==> src/rtl/img_pkg.sv <==
// Shared definitions for the RGB565 image stream source and capture blocks:
// pixel field layout, default geometry and the capture FSM encoding.
package img_pkg;

    localparam int RGB565_R_MSB = 15;
    localparam int RGB565_R_LSB = 11;
    localparam int RGB565_G_MSB = 10;
    localparam int RGB565_G_LSB = 5;
    localparam int RGB565_B_MSB = 4;
    localparam int RGB565_B_LSB = 0;

    typedef struct packed {
        logic [4:0] r;
        logic [5:0] g;
        logic [4:0] b;
    } rgb565_t;

    localparam int IMG_ACTIVE_IW = 640;
    localparam int IMG_ACTIVE_IH = 480;

    localparam logic [1:0] ST_SYNC   = 2'd0;
    localparam logic [1:0] ST_WAIT   = 2'd1;
    localparam logic [1:0] ST_ACTIVE = 2'd2;

endpackage

==> src/rtl/img_cap_rgb565_if.sv <==
// vs/de/data video stream; the source drives it (master), the capture block samples it (slave).
interface img_cap_rgb565_if;
    logic        vs;
    logic        de;
    logic [15:0] data;

    modport master (output vs, de, data);
    modport slave  (input  vs, de, data);
endinterface

==> src/rtl/img_sync_edge.sv <==
// One-stage register of vs/de plus rise/fall pulses measured against a second delayed copy.
module img_sync_edge (
    input  logic clk,
    input  logic rst_n,
    input  logic vs,
    input  logic de,
    output logic vs_d,
    output logic de_d,
    output logic vs_rise,
    output logic vs_fall,
    output logic de_rise,
    output logic de_fall
);
    logic vs_q;
    logic de_q;

    always_ff @(posedge clk or negedge rst_n) begin
        if (!rst_n) begin
            vs_d <= 1'b0;
            de_d <= 1'b0;
            vs_q <= 1'b0;
            de_q <= 1'b0;
        end else begin
            vs_d <= vs;
            de_d <= de;
            vs_q <= vs_d;
            de_q <= de_d;
        end
    end

    assign vs_rise = vs_d & ~vs_q;
    assign vs_fall = ~vs_d & vs_q;
    assign de_rise = de_d & ~de_q;
    assign de_fall = ~de_d & de_q;
endmodule

==> src/rtl/img_cap_rgb565.sv <==
// Captures an RGB565 vs/de stream into a linear frame-buffer write port and
// reports per-frame geometry errors, checksum and frame count.
//
// state  | meaning
// SYNC   | after reset, discard input until the first vs falling edge
// WAIT   | frame scratch cleared, waiting for the first active pixel
// ACTIVE | inside the frame body, counting and writing pixels
module img_cap_rgb565
    import img_pkg::*;
#(
    parameter int ACTIVE_IW = IMG_ACTIVE_IW,
    parameter int ACTIVE_IH = IMG_ACTIVE_IH,
    parameter int ADDR_W    = 19
) (
    input  logic              clk,
    input  logic              rst_n,
    img_cap_rgb565_if.slave   vid,
    output logic              wr_en,
    output logic [ADDR_W-1:0] wr_addr,
    output logic [15:0]       wr_data,
    output logic              frame_done,
    output logic              frame_err,
    output logic              line_len_err,
    output logic              line_cnt_err,
    output logic [31:0]       checksum,
    output logic [15:0]       frame_cnt
);
    localparam logic [31:0]       IW   = 32'(ACTIVE_IW);
    localparam logic [31:0]       IH   = 32'(ACTIVE_IH);
    localparam logic [ADDR_W-1:0] IW_A = ADDR_W'(ACTIVE_IW);

    logic        vs_d, de_d, vs_rise, vs_fall, de_rise, de_fall;
    logic [15:0] data_d;

    img_sync_edge u_edge (
        .clk     (clk),
        .rst_n   (rst_n),
        .vs      (vid.vs),
        .de      (vid.de),
        .vs_d    (vs_d),
        .de_d    (de_d),
        .vs_rise (vs_rise),
        .vs_fall (vs_fall),
        .de_rise (de_rise),
        .de_fall (de_fall)
    );

    logic unused_edges;
    assign unused_edges = vs_rise | de_rise;

    always_ff @(posedge clk or negedge rst_n) begin
        if (!rst_n) data_d <= '0;
        else        data_d <= vid.data;
    end

    logic [1:0]        state;
    logic [15:0]       x, y;
    logic [31:0]       acc;
    logic              len_bad;
    logic [ADDR_W-1:0] addr, line_base;

    logic        pix_valid, in_range, line_end, len_end, cnt_end;
    logic [15:0] x_inc, y_inc, y_end;

    assign pix_valid = de_d & vs_d;
    assign in_range  = ({16'd0, x} < IW) && ({16'd0, y} < IH);
    assign x_inc     = (x == 16'hFFFF) ? x : x + 16'd1;
    assign y_inc     = (y == 16'hFFFF) ? y : y + 16'd1;
    assign line_end  = de_fall && (state == ST_ACTIVE);
    // A line closing in the same cycle as the frame is counted before the frame check.
    assign y_end     = line_end ? y_inc : y;
    assign len_end   = len_bad | (line_end && ({16'd0, x} != IW));
    assign cnt_end   = {16'd0, y_end} != IH;

    always_ff @(posedge clk or negedge rst_n) begin
        if (!rst_n) begin
            state        <= ST_SYNC;
            x            <= '0;
            y            <= '0;
            acc          <= '0;
            len_bad      <= 1'b0;
            addr         <= '0;
            line_base    <= '0;
            wr_en        <= 1'b0;
            wr_addr      <= '0;
            wr_data      <= '0;
            frame_done   <= 1'b0;
            frame_err    <= 1'b0;
            line_len_err <= 1'b0;
            line_cnt_err <= 1'b0;
            checksum     <= '0;
            frame_cnt    <= '0;
        end else begin
            wr_en      <= 1'b0;
            wr_addr    <= '0;
            wr_data    <= '0;
            frame_done <= 1'b0;
            if (vs_fall) begin
                if (state != ST_SYNC) begin
                    frame_done   <= 1'b1;
                    checksum     <= acc;
                    line_len_err <= len_end;
                    line_cnt_err <= cnt_end;
                    frame_err    <= len_end | cnt_end;
                    frame_cnt    <= frame_cnt + 16'd1;
                end
                state     <= ST_WAIT;
                x         <= '0;
                y         <= '0;
                acc       <= '0;
                // vs_d is low here, so any de_d already belongs to the next frame's sync interval.
                len_bad   <= de_d;
                addr      <= '0;
                line_base <= '0;
            end else if (state != ST_SYNC) begin
                if (pix_valid) begin
                    state <= ST_ACTIVE;
                    x     <= x_inc;
                    acc   <= acc + {16'd0, data_d};
                    if (in_range) begin
                        wr_en   <= 1'b1;
                        wr_addr <= addr;
                        wr_data <= data_d;
                        addr    <= addr + ADDR_W'(1);
                    end
                end else if (de_d) begin
                    len_bad <= 1'b1;
                end else if (line_end) begin
                    if ({16'd0, x} != IW) len_bad <= 1'b1;
                    y <= y_inc;
                    x <= '0;
                    if ({16'd0, y} + 32'd1 < IH) begin
                        line_base <= line_base + IW_A;
                        addr      <= line_base + IW_A;
                    end
                end
            end
        end
    end
endmodule
==> src/flat_wrapper.sv <==
// flat-port wrapper written by rule: the top's interface ports become plain ports
module img_cap_rgb565_flat import img_pkg::*;
#(
    parameter int ACTIVE_IW = IMG_ACTIVE_IW,
    parameter int ACTIVE_IH = IMG_ACTIVE_IH,
    parameter int ADDR_W    = 19
)
  (clk, rst_n, wr_en, wr_addr, wr_data, frame_done, frame_err, line_len_err, line_cnt_err, checksum, frame_cnt, vid_vs, vid_de, vid_data);
  img_cap_rgb565_if vid_i ();
  input  logic clk;
  input  logic rst_n;
  output logic wr_en;
  output logic [ADDR_W-1:0] wr_addr;
  output logic [15:0] wr_data;
  output logic frame_done;
  output logic frame_err;
  output logic line_len_err;
  output logic line_cnt_err;
  output logic [31:0] checksum;
  output logic [15:0] frame_cnt;
  input wire logic [$bits(vid_i.vs)-1:0] vid_vs;
  input wire logic [$bits(vid_i.de)-1:0] vid_de;
  input wire logic [$bits(vid_i.data)-1:0] vid_data;
  assign vid_i.vs = vid_vs;
  assign vid_i.de = vid_de;
  assign vid_i.data = vid_data;
  img_cap_rgb565 #(.ACTIVE_IW(ACTIVE_IW), .ACTIVE_IH(ACTIVE_IH), .ADDR_W(ADDR_W)) u_core (.clk(clk), .rst_n(rst_n), .vid(vid_i), .wr_en(wr_en), .wr_addr(wr_addr), .wr_data(wr_data), .frame_done(frame_done), .frame_err(frame_err), .line_len_err(line_len_err), .line_cnt_err(line_cnt_err), .checksum(checksum), .frame_cnt(frame_cnt));
endmodule
==> config.mk <==
export PLATFORM = sky130hd
export DESIGN_NAME = img_cap_rgb565_flat
export DESIGN_NICKNAME = d
export VERILOG_FILES = /design/src/rtl/img_pkg.sv /design/src/rtl/img_cap_rgb565_if.sv /design/src/rtl/img_sync_edge.sv /design/src/rtl/img_cap_rgb565.sv /design/src/flat_wrapper.sv
export SDC_FILE = /design/constraint.sdc
export NUM_CORES = 1
export LEC_CHECK = 0
export CORE_MARGIN = 1.5
export CORE_UTILIZATION = 50
export DETAILED_ROUTE_END_ITERATION = 7
export DONT_BUFFER_PORTS = 1
export PLACE_DENSITY = 0.69
export SLEW_MARGIN = 20
export SYNTH_ARGS = -nofsm -noshare
export SYNTH_HDL_FRONTEND = slang
export SYNTH_SLANG_ARGS = --single-unit
==> constraint.sdc <==
create_clock -name clk -period 3.3 [get_ports clk]
set_input_delay 0.33 -clock clk [delete_from_list [all_inputs] [get_ports clk]]
set_output_delay 0.33 -clock clk [all_outputs]
set_load 0.01 [all_outputs]
==> impl_metrics.json <==
{
  "final_core_util_pct": 57.54,
  "vias": 7309,
  "dp_hpwl_um": 13850,
  "pwr-share-clk_pct": 36.6,
  "grtUsageTotal_pct": 20.55,
  "die-width_um": 144.3,
  "postSynthAreaPerCell_um2": 10.31,
  "holdBufCountCts": 18,
  "drt-initial-drc-count": 498,
  "async_flop_share_pct": 100.0,
  "portBuffers": 0,
  "grt.overflow.total": 0,
  "clock.fmax_mhz": 335.8,
  "violations": "negative hold slack",
  "hold_viol": 206,
  "worstPathBufferInverterCount": 0,
  "worst_path_max_delay_cell": "or4_1",
  "core_um2": 19530,
  "peakVddDrop_uv": 416.9,
  "worstPathArrival_ns": 3.43,
  "finalCritPeriodShare_pct": 90.23,
  "clkTransAtPathRegs_ns": 0.06,
  "ios": 108,
  "cts_setup_buffers": 0,
  "synthFlopType": "dfrtp_1",
  "netSwitchingPower_mw": 1.974,
  "fillers": 1662,
  "combPwrFrac_pct": 17.0,
  "cts_root_buf": "clkbuf_16",
  "drc": 0,
  "cp.required_ns": 3.75,
  "startpoint_type": "flip-flop",
  "syn-num-nets": 1012,
  "yosysWarningCount": 0,
  "num_rows": 51,
  "layout_common_cells": "dfrtp_1, nor2_1, nand2_1, o21ai_0, nand3_1",
  "worst_hold_slack_ns": -0.4937,
  "grt_pass1_wl_um": 34890,
  "grt_pass1_vias": 6904,
  "drive_gt1_share_pct": 10.91,
  "cts_max_level": 1,
  "internal_power_mw": 4.887,
  "grt_setup_unrepaired": "no",
  "final_common_cell": "dfrtp_1",
  "place_congestion": 0.8581,
  "drt.antenna.violating_nets": 0,
  "synth_cells": 969,
  "p_per_area_nw_per_um2": 610.6,
  "synth_cell_types": 77,
  "cts_tree": "built",
  "status": "complete, but fails checks",
  "viasPerCell": 5.782,
  "initial_core_util_pct": 51.15,
  "wire_per_inst_um": 16.91,
  "finClkSkew_ns": 0.008690,
  "leakage_nw": 5.062,
  "synth_edf_count": 0,
  "clk_path_buf_depth": 3,
  "criticalPathCategory": "reg2reg",
  "hold_path_class": "in2async",
  "cts_buffers": 23,
  "crit_path_end_kind": "flip-flop",
  "drt-total-wl_um": 21380,
  "final_max_slew_viol_count": 0,
  "cp_max_fo": 11,
  "path_cells": "ha_1 -> nand4_4 -> nor3_4 -> o211ai_1 -> a221oi_2 -> nand2_1 -> or4_1 -> a21oi_1",
  "pwr-share-seq_pct": 46.4,
  "synth_area_leaders": "dfrtp_1, mux2_2, xnor2_1",
  "setup_viol": 0,
  "worst_slew_pin_slew_ns": 1.057,
  "antenna_found_initial": 0,
  "yosysSeqAreaShare_pct": 51.62,
  "syn-cell-area_um2": 9987,
  "first_pass_iters": 5,
  "syn_to_final_growth_pct": 12.50,
  "fp.dieH_um": 144.3,
  "netSwitchingFraction_pct": 28.78,
  "cts_resized": 0,
  "clk_latency_ns": 0.52,
  "cap_viol_max_count": 0,
  "slowest_delay_ns": 0.54,
  "cts.sinks": 206,
  "grt_max_degree": 207,
  "synth_top_area_cell": "dfrtp_1",
  "fin_crit_ns": 2.978,
  "synth_top_area_share_pct": 51.62,
  "dieArea_um2": 20830,
  "synth_seq_cells": 206,
  "crit_family": "simple AND/OR/NAND/NOR gates",
  "antenna_cells": 0,
  "slew-limit-headroom_pct": 29.29,
  "nets": 1026,
  "tns_ns": 0
}
==> cells in the mapped netlist (all sizes together), types with 4 or more instances <==
library cell,number
dfrtp,206
nor2,88
nand2,72
o21ai,68
nand3,53
clkbuf,44
and2,40
xnor2,40
a21oi,35
mux2,34
xor2,26
nor3,23
ha,22
nand4,22
and3,21
a31oi,13
nor4,11
o31ai,11
a211oi,10
nand2b,10
inv,8
and4,7
buf,7
o41ai,7
or3,6
a21o,5
a41o,5
o21bai,5
o22a,5
o311ai,5
mux2i,4
nor2b,4
o211ai,4
o22ai,4
==> power by group through the flow <==
stage               sequential, mW  clock, mW  combinational (mW)
floorplan                     3.12          0               0.923
detailed placement            3.23          0                1.13
global route                  3.23       2.67                1.31
CTS                           3.19       2.58                1.16
global placement              3.22          0                1.11
finish                        3.18       2.51                1.16
==> worst reg2reg max path: cells and delay by family, from the launching register on <==
kind                     cells  cell delay (ns)
adder cells (fa/ha/maj)      1             0.33
AND/OR/NAND/NOR              4             1.39
AO/OA/AOI/OAI                3             0.73
flip-flops                   1             0.48
==> layout make-up <==
| class | count | area, um^2 | area share (%) |
|---|---|---|---|
| Clock inverter | 7 | 100.1 | 0.8909 |
| Inverter | 8 | 30.03 | 0.2673 |
| Clock buffer | 34 | 646.9 | 5.757 |
| Tap cell | 265 | 331.6 | 2.951 |
| Multi-Input combinational cell | 704 | 4627 | 41.18 |
| Timing Repair Buffer | 40 | 345.3 | 3.073 |
| Sequential cell | 206 | 5155 | 45.88 |
==> layer usage <==
metal / track usage [%] / part of all wire, % / vias to the layer above / wire length [um]
li1: - / - / 3529 / -
met1: 29.54 / 47 / 3558 / 9996
met2: 31.96 / 46 / 187 / 9855
met3: 3.543 / 5.2 / 35 / 1103
met4: 5.954 / 2.0 / 0 / 423
met5: 0 / 0 / - / 0
==> state kept, by name, indices dropped and copies added (netlist names), 12 cells and up <==
signal,count
u_core.checksum,32
u_core.addr,19
u_core.wr_data,16
u_core.acc,32
u_core.data_d,16
u_core.y,16
u_core.line_base,12
u_core.frame_cnt,16
u_core.wr_addr,19
u_core.x,16
==> stage by stage <==
step	power [mW]	hold slack, ns	cells	setup slack, ns	cell area, um^2
floorplan	4.045	0.03441	969	0.5617	9987
global placement	4.335	0.03882	1205	0.5074	10310
detailed placement	4.362	0.03987	1205	0.3450	10310
CTS	6.929	-0.5077	1264	0.3399	11240
global route	7.206	-0.5082	1264	0.1065	11240
finish	6.861	-0.4937	1264	0.3224	11240
==> path summary, 6_finish.rpt <==
check	cells past startpoint	slack [ns]	end	start
min in group clk	1	0.36	u_core.u_edge.de_d	vid_de
max in group asynchronous	0	3.48	u_core.checksum[13]	rst_n
hold / removal	0	-0.49	u_core.wr_addr[3]	rst_n
setup reg to reg	8	0.32	u_core.line_base[11]	u_core.y[0]
setup / recovery	8	0.32	u_core.line_base[11]	u_core.y[0]
hold reg to reg	1	0.49	u_core.wr_data[6]	u_core.data_d[6]
==> logic make-up (layout without fill, tap and decap cells) <==
kind of cell,count (synthesis),count (layout),synth area share (%)
compound gates,205,205,13.49
xor+xnor,66,66,5.788
fa+ha+maj,23,23,2.957
buf+inv,59,89,2.343
flops,206,206,51.62
mux,38,38,4.235
simple gates,372,372,19.57
Power figures use the tool's default switching activity.
